### src/rtl/seq_detector.sv
`default_nettype none
// ============================================================================
//  Module   : seq_detector
//  Purpose  : Code-lock style detector. Collects single-bit symbols from two
//             pulse inputs, compares the completed entry against SEQUENCE,
//             and reports match/fail pulses plus an unlocked level.
//  Revision : 1.0  initial release
// ============================================================================
module seq_detector #(
  parameter int                 SEQ_LEN       = 4,
  parameter logic [SEQ_LEN-1:0] SEQUENCE      = 4'b1011,
  parameter int                 TIMEOUT_WIDTH = 24
) (
  input  logic       clk,
  input  logic       rst,
  input  logic       sym0,
  input  logic       sym1,
  input  logic       clr,
  output logic       match,
  output logic       fail,
  output logic       unlocked,
  output logic [3:0] count
);

  // State encoding; the three spare codes fall into the default recovery arm
  localparam logic [2:0] c_IDLE    = 3'd0;
  localparam logic [2:0] c_COLLECT = 3'd1;
  localparam logic [2:0] c_CHECK   = 3'd2;
  localparam logic [2:0] c_FAIL    = 3'd3;
  localparam logic [2:0] c_OPEN    = 3'd4;

  localparam logic [3:0]               c_SEQ_LEN   = 4'(SEQ_LEN);
  localparam logic [TIMEOUT_WIDTH-1:0] c_TIMER_ONE = TIMEOUT_WIDTH'(1);

  logic [2:0]               r_state;
  logic [SEQ_LEN-1:0]       r_shreg;
  logic [3:0]               r_count;
  logic [TIMEOUT_WIDTH-1:0] r_timer;

  logic                     w_valid;
  logic [SEQ_LEN-1:0]       w_shift;
  logic [3:0]               w_cnt_inc;
  logic                     w_last;

  // Both buttons at once is ambiguous and is treated as no symbol
  assign w_valid   = sym0 ^ sym1;
  assign w_cnt_inc = r_count + 4'd1;
  assign w_last    = (w_cnt_inc == c_SEQ_LEN);

  // New symbol enters at the LSB so the first symbol ends up at the MSB
  generate
    if (SEQ_LEN == 1) begin : g_shift_one
      assign w_shift = sym1;
    end else begin : g_shift_wide
      assign w_shift = {r_shreg[SEQ_LEN-2:0], sym1};
    end
  endgenerate

  // State machine with shift register, symbol counter and idle timer
  always_ff @(posedge clk) begin
    if (rst) begin
      r_state <= c_IDLE;
      r_shreg <= '0;
      r_count <= '0;
      r_timer <= '0;
    end else begin
      case (r_state)
        c_IDLE: begin
          r_timer <= '0;
          if (w_valid) begin
            r_shreg <= w_shift;
            r_count <= w_cnt_inc;
            r_state <= w_last ? c_CHECK : c_COLLECT;
          end else begin
            r_shreg <= '0;
            r_count <= '0;
          end
        end
        c_COLLECT: begin
          if (clr) begin
            r_state <= c_IDLE;
            r_shreg <= '0;
            r_count <= '0;
            r_timer <= '0;
          end else if (w_valid) begin
            r_shreg <= w_shift;
            r_count <= w_cnt_inc;
            r_timer <= '0;
            r_state <= w_last ? c_CHECK : c_COLLECT;
          end else if (&r_timer) begin
            r_state <= c_FAIL;
            r_shreg <= '0;
            r_count <= '0;
            r_timer <= '0;
          end else begin
            r_timer <= r_timer + c_TIMER_ONE;
          end
        end
        c_CHECK: begin
          // Verdict is taken from the register this cycle; progress is dropped
          r_state <= (r_shreg == SEQUENCE) ? c_OPEN : c_FAIL;
          r_shreg <= '0;
          r_count <= '0;
          r_timer <= '0;
        end
        c_FAIL: begin
          r_state <= c_IDLE;
        end
        c_OPEN: begin
          if (clr) begin
            r_state <= c_IDLE;
          end
        end
        default: begin
          r_state <= c_IDLE;
          r_shreg <= '0;
          r_count <= '0;
          r_timer <= '0;
        end
      endcase
    end
  end

  // Outputs come only from registered state and counters
  assign match    = (r_state == c_CHECK) && (r_shreg == SEQUENCE);
  assign fail     = (r_state == c_FAIL);
  assign unlocked = (r_state == c_OPEN);
  assign count    = r_count;

endmodule
`default_nettype wire

### config.mk
export PLATFORM = sky130hd
export DESIGN_NAME = seq_detector
export DESIGN_NICKNAME = d
export VERILOG_FILES = /design/src/rtl/seq_detector.sv
export SDC_FILE = /design/constraint.sdc
export NUM_CORES = 1
export LEC_CHECK = 0
export CAP_MARGIN = 10
export CELL_PAD_IN_SITES_DETAIL_PLACEMENT = 1
export CELL_PAD_IN_SITES_GLOBAL_PLACEMENT = 1
export CORE_MARGIN = 2
export CORE_UTILIZATION = 48
export CTS_BUF_LIST = sky130_fd_sc_hd__clkbuf_16
export DETAILED_ROUTE_END_ITERATION = 8
export PLACE_DENSITY_LB_ADDON = 0.25
export SLEW_MARGIN = 40
export SYNTH_ARGS = -nofsm -noshare
export SYNTH_HDL_FRONTEND = slang
export SYNTH_SLANG_ARGS = --single-unit
### constraint.sdc
create_clock -name clk -period 5.2 [get_ports clk]
set_clock_uncertainty 0.05 [all_clocks]
set_input_delay 1.56 -clock clk [delete_from_list [all_inputs] [get_ports clk]]
set_output_delay 1.56 -clock clk [all_outputs]
set_load 0.005 [all_outputs]
==> results of run 1 <==
[metrics by stage]
stage / setup slack (ns) / hold WS, ns
6_report: 1.24 / 0.447
5_1_grt: 1.07 / 0.471
4_1_cts: 1.07 / 0.448
3_5_place_dp: 0.837 / 0.434
3_3_place_gp: 0.984 / 0.406
2_1_floorplan: 2.14 / 0.392
[power groups by stage]
stage	logic [W]	clock network (W)	registers (W)
2_1_floorplan	0.0000275	0	0.000281
3_3_place_gp	0.0000351	0	0.000283
3_5_place_dp	0.0000367	0	0.000284
4_1_cts	0.0000374	0.000394	0.000278
5_1_grt	0.0000419	0.000408	0.000279
6_report	0.0000384	0.000391	0.000279
[worst paths after layout]
path | start | end | slack [ns] | cells past startpoint
worst min-delay path | r_timer[23] | r_timer[23] | 0.45 | 2
worst max register to register | r_state[1] | r_timer[23] | 2.86 | 5
worst min register to register | r_timer[23] | r_timer[23] | 0.45 | 2
worst max-delay path | sym0 | r_timer[23] | 1.24 | 8
[cells by family (layout without fill, tap and decap cells)]
kind of cell	count (synthesis)	after routing	synth area share, %
mux	5	5	2.64
fa+ha+maj	4	4	2.57
buf+inv	19	27	4.50
flops	35	35	36.0
simple gates	102	102	31.1
xor+xnor	8	8	3.60
compound gates	54	54	19.6
[registers in the layout, summed over array words and instances (netlist names)]
signal and count:
r_state 3, r_shreg 4, count 4, r_timer 24
[final cells by class]
class,count,area [µm²]
fillers,440,1670
clock buffers,5,125
multi-input cells,173,1170
flip-flops and latches,35,701
clock inverters,3,67.6
inverters,7,26.3
well taps,50,62.6
repair buffers,12,118
[per-layer routing]
| metal | wire length (µm) | part of all wire [%] | global-route usage (%) | vias to the layer above |
|---|---|---|---|---|
| met3 | 154 | 3.1 | 5.50 | 6 |
| li1 | - | - | - | 869 |
| met1 | 2310 | 47 | 30.8 | 859 |
| met4 | 75 | 1.5 | 10.5 | 0 |
| met5 | 0 | 0 | 0 | - |
| met2 | 2420 | 49 | 39.1 | 27 |
[critical path: stages]
cell and delay, ns:
clkdlybuf4s50_1 0.45, inv_1 0.04, ha_1 0.36, nor4b_4 0.30, nand2_1 0.34, a211oi_4 0.59
or3b_1 0.41, nand3_1 0.08
[layout by cell type (no fill, tap or decap), types with 6 or more instances in the layout]
cell type	n
inv_1	7
clkdlybuf4s50_1	11
nand2_1	17
o21ai_0	10
nand4_1	9
a22o_1	6
xnor2_1	6
nand3_1	15
nor2_1	17
a21oi_1	11
dfxtp_1	35
==> results.yml, run 1 <==
sta:
  period_share_pct: 76.2
  drv_slew: 0
  finalSetupTns_ns: 0
  tightestPinTransition_ns: 0.590
  hold_viol: 0
  rsz0062_at_grt: "no"
  relSlewSlack_pct: 60.5
  finalCriticalPeriod_ns: 3.96
  finalSetupViolCount: 0
  max_freq_mhz: 252
routing:
  routed_via_density: 6.18
  drc: 0
  drt_wl_total_mm: 4.95
  num_vias: 1761
  drtIter0Drc: 145
  antenna_left: 0
  wl_per_cell_um: 17.4
  drt_first_pass_iters: 4
run_status:
  outcome: "completed"
flow_run:
  cap_violations: 0
grt:
  grt_pass1_wl_mm: 8.22
  grt_max_degree: 22
  grt_use_total_pct: 24.2
  antenna_found_initial: 0
  grt_pass1_vias: 1693
  grt_overflow: 0
placement:
  gp_congestion: 0.872
  hpwlAfterDp_mm: 3.43
  placed_cells: 277
  io_buffers: 11
  place_area_um2: 2070
floorplanning:
  die_area_um2: 4580
  fp-row-count: 23
  ioPinCount: 12
  core-area_um2: 3940
  die_y_um: 67.7
  start_util_pct: 49.4
  fp.dieW_um: 67.7
finish:
  n_antenna_cell: 0
  fin_area_um2: 2270
  instances_no_fill: 285
  nets: 243
  area_growth_pct: 16.6
  layout.core_utilization_pct: 57.6
  drive_gt1_share_pct: 8.51
synthesis:
  synth_cells: 227
  synth_top_area_share_pct: 36.0
  synth_edf_count: 0
  netlist_area_um2: 1950
  async_reset_ff_share_pct: 0
  synthTopCellsByArea: "dfxtp_1 36%, nand3_1 3.9%, nand2_1 3.3%"
  ys_seq_elements: 35
  ys_seq_area_share_pct: 36.0
  synthFlopType: "dfxtp_1"
  ys_types: 53
  avgSynthCellArea_um2: 8.58
  yosysTopAreaCell: "dfxtp_1"
  ys_warn_count: 0
  synth_nets: 236
  synth_most_common_cell: "dfxtp_1"
  ys_top_cells_by_count: "35 x dfxtp_1, 17 x nand2_1, 17 x nor2_1"
min_path:
  min_path_type: "reg2reg"
clock_network:
  cts_setup_buffers: 0
  cts_root_buf: "clkbuf_16"
  clkLatencyLatePin_ns: 0.28
  postCtsHoldBufs: 0
  numCtsBuffers: 5
  cts.path.max_buffers: 2
  cts_max_level: 2
  clkSinkCount: 35
  postCtsResizedCells: 0
  cts.reportedPaths.clkPinSlew_ns: 0.05
  cts_tree: "done"
worst_setup_path:
  start_kind: "input port"
  cp_max_fo: 14
  end_kind: "register"
  critical_path_arrival_ns: 4.13
  worst-setup-path-type: "in2reg"
  crit_required_ns: 5.37
pwr:
  pwr-share-clk_pct: 55.2
  intPower_w: 0.000563
  p_total_w: 0.000708
  leakagePower_nw: 0.780
  power.switching_w: 0.000145
  irDropWorstVdd_v: 0.000202
  comb_power_share_pct: 5.4
  seqPwrFrac_pct: 39.4
  powerDensity_nw_per_um2: 312
  switching_share_pct: 20.5
Power figures use the tool's default switching activity.
==> run 2: changes to the inputs <==
Settings changed: CORE_UTILIZATION 48 to 45.
Clock period 5.2 ns to 4 ns, I/O delays scaled along.
==> results.yml, run 2 (synthesized netlist as in run 1, its figures left out) <==
clock_network:
  clkLatencyLatePin_ns: 0.28
  postCtsHoldBufs: 0
  postCtsResizedCells: 0
  cts.path.max_buffers: 2
  cts_max_level: 2
  cts_setup_buffers: 0
  clkSinkCount: 35
  cts_root_buf: "clkbuf_16"
  numCtsBuffers: 5
  cts_tree: "done"
  cts.reportedPaths.clkPinSlew_ns: 0.05
floorplanning:
  fp-row-count: 23
  die_y_um: 69.8
  core-area_um2: 4090
  die_area_um2: 4870
  fp.dieW_um: 69.8
  ioPinCount: 12
  start_util_pct: 47.6
finish:
  area_growth_pct: 15.2
  top_register: "r_timer"
  nets: 244
  n_antenna_cell: 0
  drive_gt1_share_pct: 8.47
  mostFrequentLayoutCell: "dfxtp_1"
  layout.core_utilization_pct: 54.9
  fin_area_um2: 2240
  mostFrequentLayoutCells: "35 x dfxtp_1, 17 x nor2_1, 17 x nand2_1"
  final.fill_count: 491
  largest_reg_flops: 24
worst_setup_path:
  path_buf_inv: 3
  worst_path_max_delay_cell: "a211oi_2"
  worst-setup-path-type: "in2reg"
  startpoint: "sym0"
  critPathTopFamily: "buffers and inverters"
  crit_required_ns: 4.15
  critical_path_arrival_ns: 3.68
  reg2reg_from: "r_state[1]"
  start_kind: "input port"
  cp_slowest_stage_delay_ns: 0.48
  end_kind: "register"
  cp_max_fo: 11
  path_cells: "clkdlybuf4s50_1, inv_1, ha_1, nor4b_4, nand2_1, a211oi_2, buf_4, a21oi_1, o21ai_0"
pwr:
  power.switching_w: 0.000183
  pwr-share-clk_pct: 51.5
  powerDensity_nw_per_um2: 379
  irDropWorstVdd_v: 0.000257
  comb_power_share_pct: 5.9
  intPower_w: 0.000666
  switching_share_pct: 21.6
  p_total_w: 0.000849
  leakagePower_nw: 0.777
  seqPwrFrac_pct: 42.7
min_path:
  min_path_type: "reg2reg"
  min_from: "r_timer[23]"
routing:
  drc: 0
  route.met3.wl_um: 134
  antenna_left: 0
  drt_first_pass_iters: 7
  top_layer_used: "met4"
  drtIter0Drc: 75
  num_vias: 1783
  routed_via_density: 6.23
  drt_wl_total_mm: 5.36
  wl_per_cell_um: 18.7
  wl_met2_mm: 2.58
  wirelength_met1_mm: 2.54
grt:
  grt_pass1_vias: 1879
  grt_overflow: 0
  grt_pass1_wl_mm: 9.32
  grt_max_degree: 15
  grt_use_total_pct: 23.5
  antenna_found_initial: 0
sta:
  finalSetupViolCount: 0
  finalSetupTns_ns: 0
  period_share_pct: 88.2
  max_freq_mhz: 284
  tightestPinTransition_ns: 0.611
  hold_viol: 0
  relSlewSlack_pct: 59.2
  rsz0062_at_grt: "no"
  hold-worst-slack_ns: 0.465
  finalCriticalPeriod_ns: 3.53
  drv_slew: 0
flow_run:
  cap_violations: 0
placement:
  place_area_um2: 2070
  hpwlAfterDp_mm: 3.72
  gp_congestion: 0.831
  io_buffers: 11
run_status:
  outcome: "completed"
==> run 2: cell count changes in the layout (fill, tap and decap cells not counted) <==
| cell | delta |
|---|---|
| a211oi_2 | +1 |
| clkinv_2 | +1 |
| a211oi_4 | -1 |
| buf_4 | +1 |
| clkinvlp_4 | -1 |
| clkinv_1 | +1 |
| bufinv_16 | -1 |
==> run 2: layout make-up <==
type	count	area, µm²	area share, %
well taps	50	62.6	2.79
flip-flops and latches	35	701	31.3
multi-input cells	173	1160	51.9
clock buffers	5	125	5.58
clock inverters	3	38.8	1.73
inverters	7	26.3	1.17
repair buffers	13	125	5.58
==> run 2: metal layers <==
layer / track usage [%] / up-vias
met3: 5.09 / 12
met2: 38.9 / 25
met1: 29.9 / 876
met5: 0 / -
met4: 8.76 / 0
li1: - / 870
==> run 2: power by group through the flow <==
stage	Clock [W]	Sequential, W	Combinational (W)
6_report	0.000437	0.000362	0.0000497
5_1_grt	0.000454	0.000364	0.0000554
4_1_cts	0.000444	0.000362	0.0000489
3_5_place_dp	0	0.000370	0.0000481
3_3_place_gp	0	0.000369	0.0000460
2_1_floorplan	0	0.000365	0.0000357
==> run 2: worst paths after layout <==
kind                            cells after the start           to  slack, ns
worst min register to register                      2  r_timer[23]       0.47
worst max-delay path                                9   r_timer[2]       0.47
worst min-delay path                                2  r_timer[23]       0.47
worst max register to register                      6   r_timer[2]       1.75
==> run 2: worst min-delay path, stage by stage (launching register included) <==
cell and delay [ns]:
dfxtp_1 0.33, nand2_1 0.06, nand3_1 0.06
==> run 2: per-stage QoR <==
stage / setup slack [ns] / std cells
after floorplan: 1.30 / 227
after global placement: 0.419 / 278
after detailed placement: 0.270 / 278
after CTS: 0.532 / 286
after global routing: 0.278 / 286
final: 0.473 / 286
